--- src/rtl/if_buf_pkg.sv ---
// Shared widths and entry field layout for the instruction fetch buffer.
// The layout macros are the single place the entry format is defined;
// the package re-exports them as typed localparams for the RTL and bench.
`ifndef IF_BUF_DEFINES
`define IF_BUF_DEFINES
`define PC_WIDTH            32
`define INSTR_WIDTH         32
`define ENT_BUS_ERR_OFS     0
`define ENT_MISALIGN_OFS    1
`define ENT_PRDT_OFS        2
`define ENT_INSTR_OFS       3
`define ENT_PC_OFS          (`ENT_INSTR_OFS + `INSTR_WIDTH)
`define ENT_WIDTH           (`ENT_PC_OFS + `PC_WIDTH)
`endif

package if_buf_pkg;

    localparam int PC_W         = `PC_WIDTH;
    localparam int INSTR_W      = `INSTR_WIDTH;
    localparam int ENT_W        = `ENT_WIDTH;
    localparam int PC_OFS       = `ENT_PC_OFS;
    localparam int INSTR_OFS    = `ENT_INSTR_OFS;
    localparam int PRDT_OFS     = `ENT_PRDT_OFS;
    localparam int MISALIGN_OFS = `ENT_MISALIGN_OFS;
    localparam int BUS_ERR_OFS  = `ENT_BUS_ERR_OFS;

endpackage

--- src/rtl/if_buf.sv ---
// Instruction fetch buffer between IF and ID: a circular buffer of fetched
// entries with optional same-cycle bypass when empty, and an optional hold
// that stops further fetches once an entry carrying a fetch exception is in.
module if_buf
    import if_buf_pkg::*;
#(
    parameter int DEPTH        = 4,
    parameter bit BYPASS       = 1'b0,
    parameter bit HOLD_ON_EXCP = 1'b1
) (
    input  logic                     clk,
    input  logic                     rst_n,
    input  logic                     flush_i,
    input  logic                     if_valid_i,
    output logic                     if_ready_o,
    input  logic [PC_W-1:0]          if_pc_i,
    input  logic [INSTR_W-1:0]       if_instr_i,
    input  logic                     if_prdt_taken_i,
    input  logic                     if_excp_misalign_i,
    input  logic                     if_excp_bus_err_i,
    output logic                     id_valid_o,
    input  logic                     id_ready_i,
    output logic [PC_W-1:0]          id_pc_o,
    output logic [INSTR_W-1:0]       id_instr_o,
    output logic                     id_prdt_taken_o,
    output logic                     id_excp_misalign_o,
    output logic                     id_excp_bus_err_o,
    output logic [$clog2(DEPTH):0]   count_o
);

    localparam int PTR_W = $clog2(DEPTH);
    localparam int CNT_W = PTR_W + 1;
    localparam logic [CNT_W-1:0] FULL = CNT_W'(DEPTH);

    logic [ENT_W-1:0] mem [DEPTH];
    logic [PTR_W-1:0] rd_ptr;
    logic [PTR_W-1:0] wr_ptr;
    logic [CNT_W-1:0] count;
    logic             excp_hold;

    logic [ENT_W-1:0] in_entry;
    logic [ENT_W-1:0] head_entry;
    logic [ENT_W-1:0] out_entry;
    logic             empty;
    logic             bypass_path;
    logic             push;
    logic             pop;
    logic             store;
    logic             deq;
    logic             in_excp;
    logic             head_excp;

    // Pack the incoming IF fields into one storage word.
    always_comb begin
        in_entry = '0;
        in_entry[PC_OFS +: PC_W]       = if_pc_i;
        in_entry[INSTR_OFS +: INSTR_W] = if_instr_i;
        in_entry[PRDT_OFS]             = if_prdt_taken_i;
        in_entry[MISALIGN_OFS]         = if_excp_misalign_i;
        in_entry[BUS_ERR_OFS]          = if_excp_bus_err_i;
    end

    assign head_entry  = mem[rd_ptr];
    assign empty       = (count == '0);
    assign bypass_path = BYPASS && empty && !flush_i;
    assign in_excp     = if_excp_misalign_i | if_excp_bus_err_i;
    assign head_excp   = head_entry[MISALIGN_OFS] | head_entry[BUS_ERR_OFS];

    // Space is judged on the registered count only, so a pop on a full
    // buffer never opens the door for a push in the same cycle.
    assign if_ready_o = (count < FULL) && !excp_hold && !flush_i;

    // Select what ID sees: stored head, the live IF entry when bypassing an
    // empty buffer, or all zeros when nothing is valid.
    always_comb begin
        id_valid_o = 1'b0;
        out_entry  = '0;
        if (!flush_i) begin
            if (!empty) begin
                id_valid_o = 1'b1;
                out_entry  = head_entry;
            end else if (bypass_path && if_valid_i) begin
                id_valid_o = 1'b1;
                out_entry  = in_entry;
            end
        end
    end

    assign id_pc_o            = out_entry[PC_OFS +: PC_W];
    assign id_instr_o         = out_entry[INSTR_OFS +: INSTR_W];
    assign id_prdt_taken_o    = out_entry[PRDT_OFS];
    assign id_excp_misalign_o = out_entry[MISALIGN_OFS];
    assign id_excp_bus_err_o  = out_entry[BUS_ERR_OFS];
    assign count_o            = count;

    // A pop while empty can only be a bypass pass-through, which is consumed
    // without touching storage; otherwise pushes store and pops dequeue.
    assign push  = if_valid_i && if_ready_o;
    assign pop   = id_valid_o && id_ready_i;
    assign store = push && !(empty && pop);
    assign deq   = pop && !empty;

    // Storage array write; contents need no reset because the outputs are
    // masked whenever the buffer is empty.
    always_ff @(posedge clk) begin
        if (store) begin
            mem[wr_ptr] <= in_entry;
        end
    end

    // Pointers, occupancy and exception hold; flush clears everything.
    always_ff @(posedge clk or negedge rst_n) begin
        if (!rst_n) begin
            rd_ptr    <= '0;
            wr_ptr    <= '0;
            count     <= '0;
            excp_hold <= 1'b0;
        end else if (flush_i) begin
            rd_ptr    <= '0;
            wr_ptr    <= '0;
            count     <= '0;
            excp_hold <= 1'b0;
        end else begin
            if (store) begin
                wr_ptr <= wr_ptr + PTR_W'(1);
            end
            if (deq) begin
                rd_ptr <= rd_ptr + PTR_W'(1);
            end
            case ({store, deq})
                2'b10:   count <= count + CNT_W'(1);
                2'b01:   count <= count - CNT_W'(1);
                default: count <= count;
            endcase
            if (HOLD_ON_EXCP && store && in_excp) begin
                excp_hold <= 1'b1;
            end else if (deq && head_excp) begin
                excp_hold <= 1'b0;
            end
        end
    end

endmodule

--- config.mk ---
export PLATFORM = sky130hd
export DESIGN_NAME = if_buf
export DESIGN_NICKNAME = d
export VERILOG_FILES = /design/src/rtl/if_buf_pkg.sv /design/src/rtl/if_buf.sv
export SDC_FILE = /design/constraint.sdc
export NUM_CORES = 1
export LEC_CHECK = 0
export BUFFER_PORTS_ARGS = -buffer_cell sky130_fd_sc_hd__buf_4
export CORE_ASPECT_RATIO = 0.5
export CORE_MARGIN = 1.5
export CORE_UTILIZATION = 35
export CTS_CLUSTER_SIZE = 28
export DETAILED_ROUTE_END_ITERATION = 8
export PLACE_DENSITY = 0.57
export SLEW_MARGIN = 0
export SYNTH_ARGS = -nofsm -noshare
export SYNTH_HDL_FRONTEND = slang
export SYNTH_SLANG_ARGS = --single-unit
--- constraint.sdc ---
create_clock -name clk -period 3.1 [get_ports clk]
set_clock_uncertainty 0.1 [all_clocks]
set_input_delay 0.62 -clock clk [delete_from_list [all_inputs] [get_ports clk]]
set_output_delay 0.62 -clock clk [all_outputs]
set_load 0.005 [all_outputs]
After elaboration in Yosys (flattened, before gate mapping)
Memories as Yosys holds them, arrays and structs flattened.
Cells that the tools add are included.
Word-level totals
  memories: 1
  flip-flop bits (word level): 8
  RAM bits: 268
  logic and storage cells: 47
  output and inout bits: 72
  bits of input ports: 72
Cells by class
  order comparisons: 1
  $add $sub $neg: 4
  reduce and logical (&&, ||, !) cells: 18
  muxes and demuxes: 15
  eq/ne operators: 2
  bitwise logic cells: 2
Memory list
  mem: depth 4, bits a word 67, rd ports 1, clocked after memory_dff 0, write ports 1, RTL line if_buf.sv:35  | logic [ENT_W-1:0] mem [DEPTH];
Operators with widths (number)
  $mux W67: 2
  $logic_and A1 B1 Y1: 9
  $mux W2: 4
  $mux W1: 7
  $pmux W3 S2: 1
  $reduce_bool A3 Y1: 2
  $add A2 B1 Y2 const B: 2
  $logic_not A1 Y1: 4
  $reduce_bool A2 Y1: 2
  $add A3 B1 Y3 const B: 1
  $logic_not A3 Y1: 1
  $lt A3 B3 Y1 const B: 1
  $mux W3: 1
  $sub A3 B1 Y3 const B: 1
  $eq A2 B1 Y1 const B: 1
  $eq A2 B2 Y1 const B: 1
  $or A1 B1 Y1: 2

Logic depth before layout (Yosys ltp)
Gate-level depths: netlist of the first run.
  depth after elaboration: 10
  mapped depth: 8
  mapped depth without buffers: 7

Least setup slack after synthesis of the first run
No wires, ideal clock.
  path kind: input to register
  start point: input port flush_i
  end point: memory mem[0][0] (netlist name) (enable)
  arrival time: 2863 ps
  stages on the path: 4
  library setup time: 432 ps
  slack: -296 ps
  path buffers: 2
  required time: 2568 ps
  cells stage by stage: buf_6 nor4b_1 buf_2 and2_1
On the way
  cells in the longest elaborated chain, start to end: 7
  elaborated cells on any way between the ends: 10
  those cells by class: 3 x mux; 7 x reduce/logical
RTL lines
  start, declared: RTL line if_buf.sv:13  | input logic flush_i,
  $mux W1: RTL line if_buf.sv:78  | if (!flush_i) begin
  $logic_and A1 B1 Y1: RTL line if_buf.sv:99  | assign pop = id_valid_o && id_ready_i;
  $logic_and A1 B1 Y1: RTL line if_buf.sv:100  | assign store = push && !(empty && pop);
  $logic_not A1 Y1: RTL line if_buf.sv:100
  $logic_and A1 B1 Y1 (*): RTL line if_buf.sv:100
  $mux W1 (*): RTL line if_buf.sv:106  | if (store) begin
  $mux W1 (not written as such) (*): RTL line if_buf.sv:107  | mem[wr_ptr] <= in_entry;
  end, declared: RTL line if_buf.sv:35
Every way passes the cells marked *; elsewhere a longest branch is shown, timed or not.

Worst setup path after layout of the first run
  start point: register count[0], in the netlist count_o[0]
  end point: output port id_instr_o[28]
On the way
  cells in the longest elaborated chain, start to end: 3
RTL lines
  start, declared: RTL line if_buf.sv:38  | logic [CNT_W-1:0] count;
  start signal, assigned: RTL line if_buf.sv:131  | 2'b10: count <= count + CNT_W'(1);
  start signal, assigned: RTL line if_buf.sv:132  | 2'b01: count <= count - CNT_W'(1);
  start signal, assigned: RTL line if_buf.sv:133  | default: count <= count;
  $logic_not A3 Y1: RTL line if_buf.sv:64  | assign empty = (count == '0);
  $mux W67: RTL line if_buf.sv:79  | if (!empty) begin
  $mux W67: RTL line if_buf.sv:78
  end, declared: RTL line if_buf.sv:24  | output logic [INSTR_W-1:0] id_instr_o,
Every way passes these cells.

==> flow_summary.toml, run 1 <==
[power]
p_per_area_mw_per_mm2 = 763
power.internal_uw = 7550
switching_share = 0.262
vdd_drop_max_v = 0.000350
seq_power_share = 0.433
comb_power_share = 0.254
power.share.clock = 0.313
p_sw_uw = 2670
p_leak_uw = 0.00474

[clocking]
clock_sinks = 276
cts_root_buffer = "clkbuf_16"
clockBufferDepth = 3
clk_latency_ps = 540
cts_max_level = 1
clkTransAtPathRegs_ps = 70
cts_tree = "built"
numCtsBuffers = 26

[die]
die_w_um = 250
core_mm2 = 0.0295
rows = 44
die_h_um = 126
io_pins = 144
die_area_mm2 = 0.0316
start_util = 0.362

[place]
place.gp.congestion = 0.747
dp_slack_ps = 549
io_buffers = 143
dp.final_hpwl_mm = 14.4

[cells_and_area]
area_growth_pct = 25.7
fin_nets = 737
drive_above_1_share = 0.441
final_common_cell = "edfxtp_1"
final_cell_mix = "edfxtp_1 (268), buf_4 (158), mux4_2 (67)"
n_fill_cell = 2474
n_antenna_cell = 0

[synthesis]
yosys.area.top_type = "edfxtp_1"
syn_area_mm2 = 0.0107
synth_area_per_cell_um2 = 21.8
netlist_instances = 490
synth_top_cell_area_share = 0.755
synth_area_leaders = "edfxtp_1 (75%), mux4_2 (14%), and3_1 (3.9%), dfrtp_1 (1.9%), clkbuf_1 (0.70%)"
syn-num-nets = 567
ys_ff_latch = 276
yosysSeqAreaShare = 0.774
ys.warnings.count = 0
synth.distinct_cells = 28

[worst_setup_path]
cp-start-kind = "register"
worstPathRequired_ps = 2380
critPathKind = "reg -> out"
worstSetupEndpointType = "output port"
critPathMaxFanout = 31
arrival_ps = 2260

[grt]
grt_util_all_layers = 0.147
grt-ovfl-total = 0
grt_pass1_vias = 5607
grt_pass1_wl_mm = 35.1
antenna_found_initial = 0
grt_max_degree = 43

[sta]
rsz0062_at_grt = "no"
final.setup.tns_ps = 0
max-slew-margin-rel = 0.550
tightestPinTransition_ps = 673
hold_viol = 0
max_freq_mhz = 336
post-route-period-util = 0.961
setup_violations = 0
fin_crit_ps = 2980
fin_ws_ps = 122
fin_hold_ws_ps = 176
drv_slew = 0

[route]
drcViolationCount = 0
drt_iter0_drc = 416
dr_total_vias = 5340
wl_mm = 23.1
vias_per_cell = 4.99
drt-pass1-iter-count = 6
drt-wirelength-per-cell_um = 21.6
ant_nets = 0

[flow_run]
cap_violations = 0

[outcome]
status = "finished clean"

[hold_path]
min_path_type = "in -> reg"
==> logic make-up after synthesis <==
kind of cell             share of synthesized area
AO/OA/AOI/OAI                              0.00481
adder cells (fa/ha/maj)                    0.00657
flip-flops                                   0.774
XOR/XNOR                                   0.00329
AND/OR/NAND/NOR                             0.0541
buffers and inverters                       0.0160
multiplexers                                 0.142
==> per-stage QoR <==
stage | total power [µW] | utilization | cells | cell area (µm²)
after floorplan | 5900 | - | 490 | 10700
after global placement | 7020 | 0.422 | 1019 | 12400
after detailed placement | 7030 | 0.422 | 1019 | 12400
after CTS | 10300 | 0.454 | 1068 | 13400
after global routing | 10700 | 0.455 | 1071 | 13400
final | 10200 | 0.455 | 1071 | 13400
==> repair_timing <==
action / in CTS / in global routing
setup buffers: 0 / 2
endpoints found under the hold margin: 8 / 0
hold buffers: 1 / 0
resized for setup: 15 / 0
setup endpoints to repair: 15 / 37
gates cloned: 0 / 1
==> power groups by stage <==
stage	combinational [µW]	sequential [µW]	clock (µW)
2_1_floorplan	1440	4460	0
3_3_place_gp	2520	4500	0
3_5_place_dp	2520	4510	0
4_1_cts	2600	4430	3270
5_1_grt	2800	4440	3420
6_report	2600	4430	3200
==> critical path, cell delays in order, from the launching register on <==
cell and delay (ps):
dfrtp_1 470, or3_2 560, buf_4 280, and3_1 240, buf_4 140
==> sequential cells by signal, indices dropped and copies added (netlist names) <==
signal,count
mem,268
count_o,3
rd_ptr,2
wr_ptr,2
excp_hold,1
==> worst paths after layout <==
kind / slack [ps] / cells after the start / to / start
setup / recovery: 120 / 4 / id_instr_o[28] / count_o[0]
hold / removal: 180 / 1 / mem[0][65] / if_pc_i[30]
setup reg to reg: 530 / 6 / count_o[2] / count_o[0]
hold reg to reg: 520 / 2 / wr_ptr[0] / wr_ptr[0]
max in group asynchronous: 2400 / 2 / rd_ptr[0] / rst_n
min in group asynchronous: 350 / 2 / wr_ptr[1] / rst_n
==> cell usage after synthesis <==
| cell | instances |
|---|---|
| or4_1 | 1 |
| dfrtp_1 | 8 |
| inv_1 | 2 |
| a211o_1 | 1 |
| clkbuf_1 | 20 |
| nand3_1 | 2 |
| nor4b_1 | 2 |
| edfxtp_1 | 268 |
| nand3_4 | 1 |
| buf_6 | 3 |
| and3_1 | 67 |
| and4_1 | 1 |
| a21oi_1 | 1 |
| ha_1 | 4 |
| buf_2 | 10 |
| nor2_1 | 7 |
| and2_2 | 2 |
| nand2_1 | 3 |
| clkinv_1 | 1 |
| fa_1 | 1 |
| and2_1 | 4 |
| nor3_1 | 1 |
| xnor2_1 | 4 |
| mux4_2 | 67 |
| a31oi_1 | 2 |
| o21ai_0 | 5 |
| nor3b_1 | 1 |
| or3_1 | 1 |
==> final cells by class <==
class	count	area, µm²	share of cell area
sequential	276	8250	0.616
multi-input combinational	178	2300	0.172
timing repair buffer	175	1490	0.111
clock buffer	32	694	0.0518
tap	391	489	0.0365
clock inverter	16	155	0.0116
inverter	3	11.3	0.000840
==> routing by layer <==
metal | global-route usage | vias up | routed length [µm]
met5 | 0 | - | 0
met4 | 0.0377 | 0 | 452
met3 | 0.0267 | 27 | 766
met1 | 0.196 | 2842 | 10200
li1 | - | 2374 | -
met2 | 0.251 | 97 | 11700
(Power assumes the default switching activity.)
==> inputs of run 2 (changes only) <==
BUFFER_PORTS_ARGS = -buffer_cell sky130_fd_sc_hd__buf_2   (was -buffer_cell sky130_fd_sc_hd__buf_4)
RECOVER_POWER = 25   (was not set)
==> flow_summary.toml, run 2 (synthesis gave the netlist of run 1 again) <==
[sta]
rsz0062_at_grt = "no"
post-route-period-util = 0.959
fin_crit_ps = 2970
final.setup.tns_ps = 0
hold_viol = 0
drv_slew = 0
tightestPinTransition_ps = 610
fin_ws_ps = 128
max_freq_mhz = 336
max-slew-margin-rel = 0.592
setup_violations = 0

[route]
drt_iter0_drc = 287
wl_mm = 22.2
drt-wirelength-per-cell_um = 20.7
dr_total_vias = 5274
ant_nets = 0
drcViolationCount = 0
drt-pass1-iter-count = 5
vias_per_cell = 4.92

[clocking]
clockBufferDepth = 3
cts_max_level = 1
cts_root_buffer = "clkbuf_16"
clkTransAtPathRegs_ps = 60
cts_resized = 0
numCtsBuffers = 27
clk_latency_ps = 510
cts_tree = "built"
clock_sinks = 276

[grt]
grt-ovfl-total = 0
grt_util_all_layers = 0.139
antenna_found_initial = 0
grt_max_degree = 48
grt_pass1_vias = 5597
grt_pass1_wl_mm = 33.7

[worst_setup_path]
critPathKind = "reg -> out"
max_stage_delay_ps = 600
crit_buf_inv = 2
timing.rr.start = "count_o[1]"
r2r-end = "count_o[2]"
critical_path.slowest_cell = "dfrtp_4"
arrival_ps = 2250
cp.depth = 4
worstPathCellList = "buf_4 -> mux4_2 -> and3_1 -> buf_2"
critical_path.top_delay_family = "flip-flops"
reg2reg_slack_ps = 570
critPathMaxFanout = 16
cp-start-kind = "register"
rr_worst_depth = 6
worstSetupEndpointType = "output port"
worstPathRequired_ps = 2380

[outcome]
status = "finished clean"

[cells_and_area]
fin_util = 0.439
final_common_cell = "edfxtp_1"
largest_register = "mem"
n_antenna_cell = 0
drive_above_1_share = 0.359
final_cell_mix = "edfxtp_1 (268), buf_2 (98), mux4_2 (67), and3_1 (67), clkbuf_1 (52)"
stdcell_count = 1071
fin_nets = 738
area_growth_pct = 21.4
largest_reg_flops = 268

[place]
dp.final_hpwl_mm = 13.6
io_buffers = 143
place.gp.congestion = 0.718
dp_cells = 1014
dp_slack_ps = 396

[hold_path]
min_path_type = "in -> reg"
whs_endpoint = "mem[2][66]"
hold_depth = 1
hp-start = "if_pc_i[31]"

[die]
die_area_mm2 = 0.0316
die_w_um = 250
io_pins = 144
start_util = 0.362
core_mm2 = 0.0295
die_h_um = 126
rows = 44

[power]
vdd_drop_max_v = 0.000433
total_power_uw = 9990
p_leak_uw = 0.00457
p_per_area_mw_per_mm2 = 772

[flow_run]
cap_violations = 0
-- run 2: cell count changes in the layout (fill, tap and decap cells not counted), sizes merged --
cell | before | now
buf | 173 | 129
bufinv | 3 | 4
inv | 4 | 3
clkinvlp | 0 | 1
clkinv | 12 | 8
clkbuf | 33 | 80
-- run 2: layout make-up --
type / count / area, µm²
Inverter: 3 / 11.3
Tap cell: 391 / 489
Clock buffer: 35 / 716
Timing Repair Buffer: 175 / 1050
Sequential cell: 276 / 8250
Multi-Input combinational cell: 178 / 2250
Clock inverter: 13 / 163
Fill cell: 2529 / 16500
-- run 2: what timing repair did --
item	in CTS	in global routing
endpoints found under the hold margin	8	0
endpoints found under the setup margin	0	15
buffers inserted	0	8
hold buffers	1	0
-- run 2: routing by layer --
metal | vias to the layer above | GRT usage | part of all wire
li1 | 2377 | - | -
met1 | 2815 | 0.178 | 0.43
met2 | 55 | 0.253 | 0.53
met3 | 27 | 0.0193 | 0.022
met4 | 0 | 0.0341 | 0.016
met5 | - | 0 | 0
-- run 2: worst reg2reg max path: cells and delay by family (launching register included) --
kind                       cells  cell delay [ps]
and+or+nand+nor                4             1320
DFF                            1              440
adders and majority gates      1              400
AOI/OAI and AO/OA              1              190
-- run 2: report_power, final --
group | switching [µW] | internal [µW]
Clock | 1300 | 1950
Combinational | 1130 | 1150
Sequential | 125 | 4320
-- run 2: metrics by stage --
stage | cell area (µm²) | hold slack [ps]
2_1_floorplan | 10700 | 224
3_3_place_gp | 12000 | 388
3_5_place_dp | 12000 | 379
4_1_cts | 12900 | 188
5_1_grt | 12900 | 215
6_report | 12900 | 229
-- run 2: worst max path at each step --
stage / slack (ps) / start / to
2_1_floorplan: 440 / flush_i / mem[0][0]
3_3_place_gp: 460 / flush_i / count_o[2]
3_5_place_dp: 400 / flush_i / count_o[2]
4_1_cts: 5 / rd_ptr[0] / id_pc_o[17]
5_1_grt: 40 / rd_ptr[0] / id_pc_o[22]
6_report: 130 / rd_ptr[0] / id_pc_o[17]
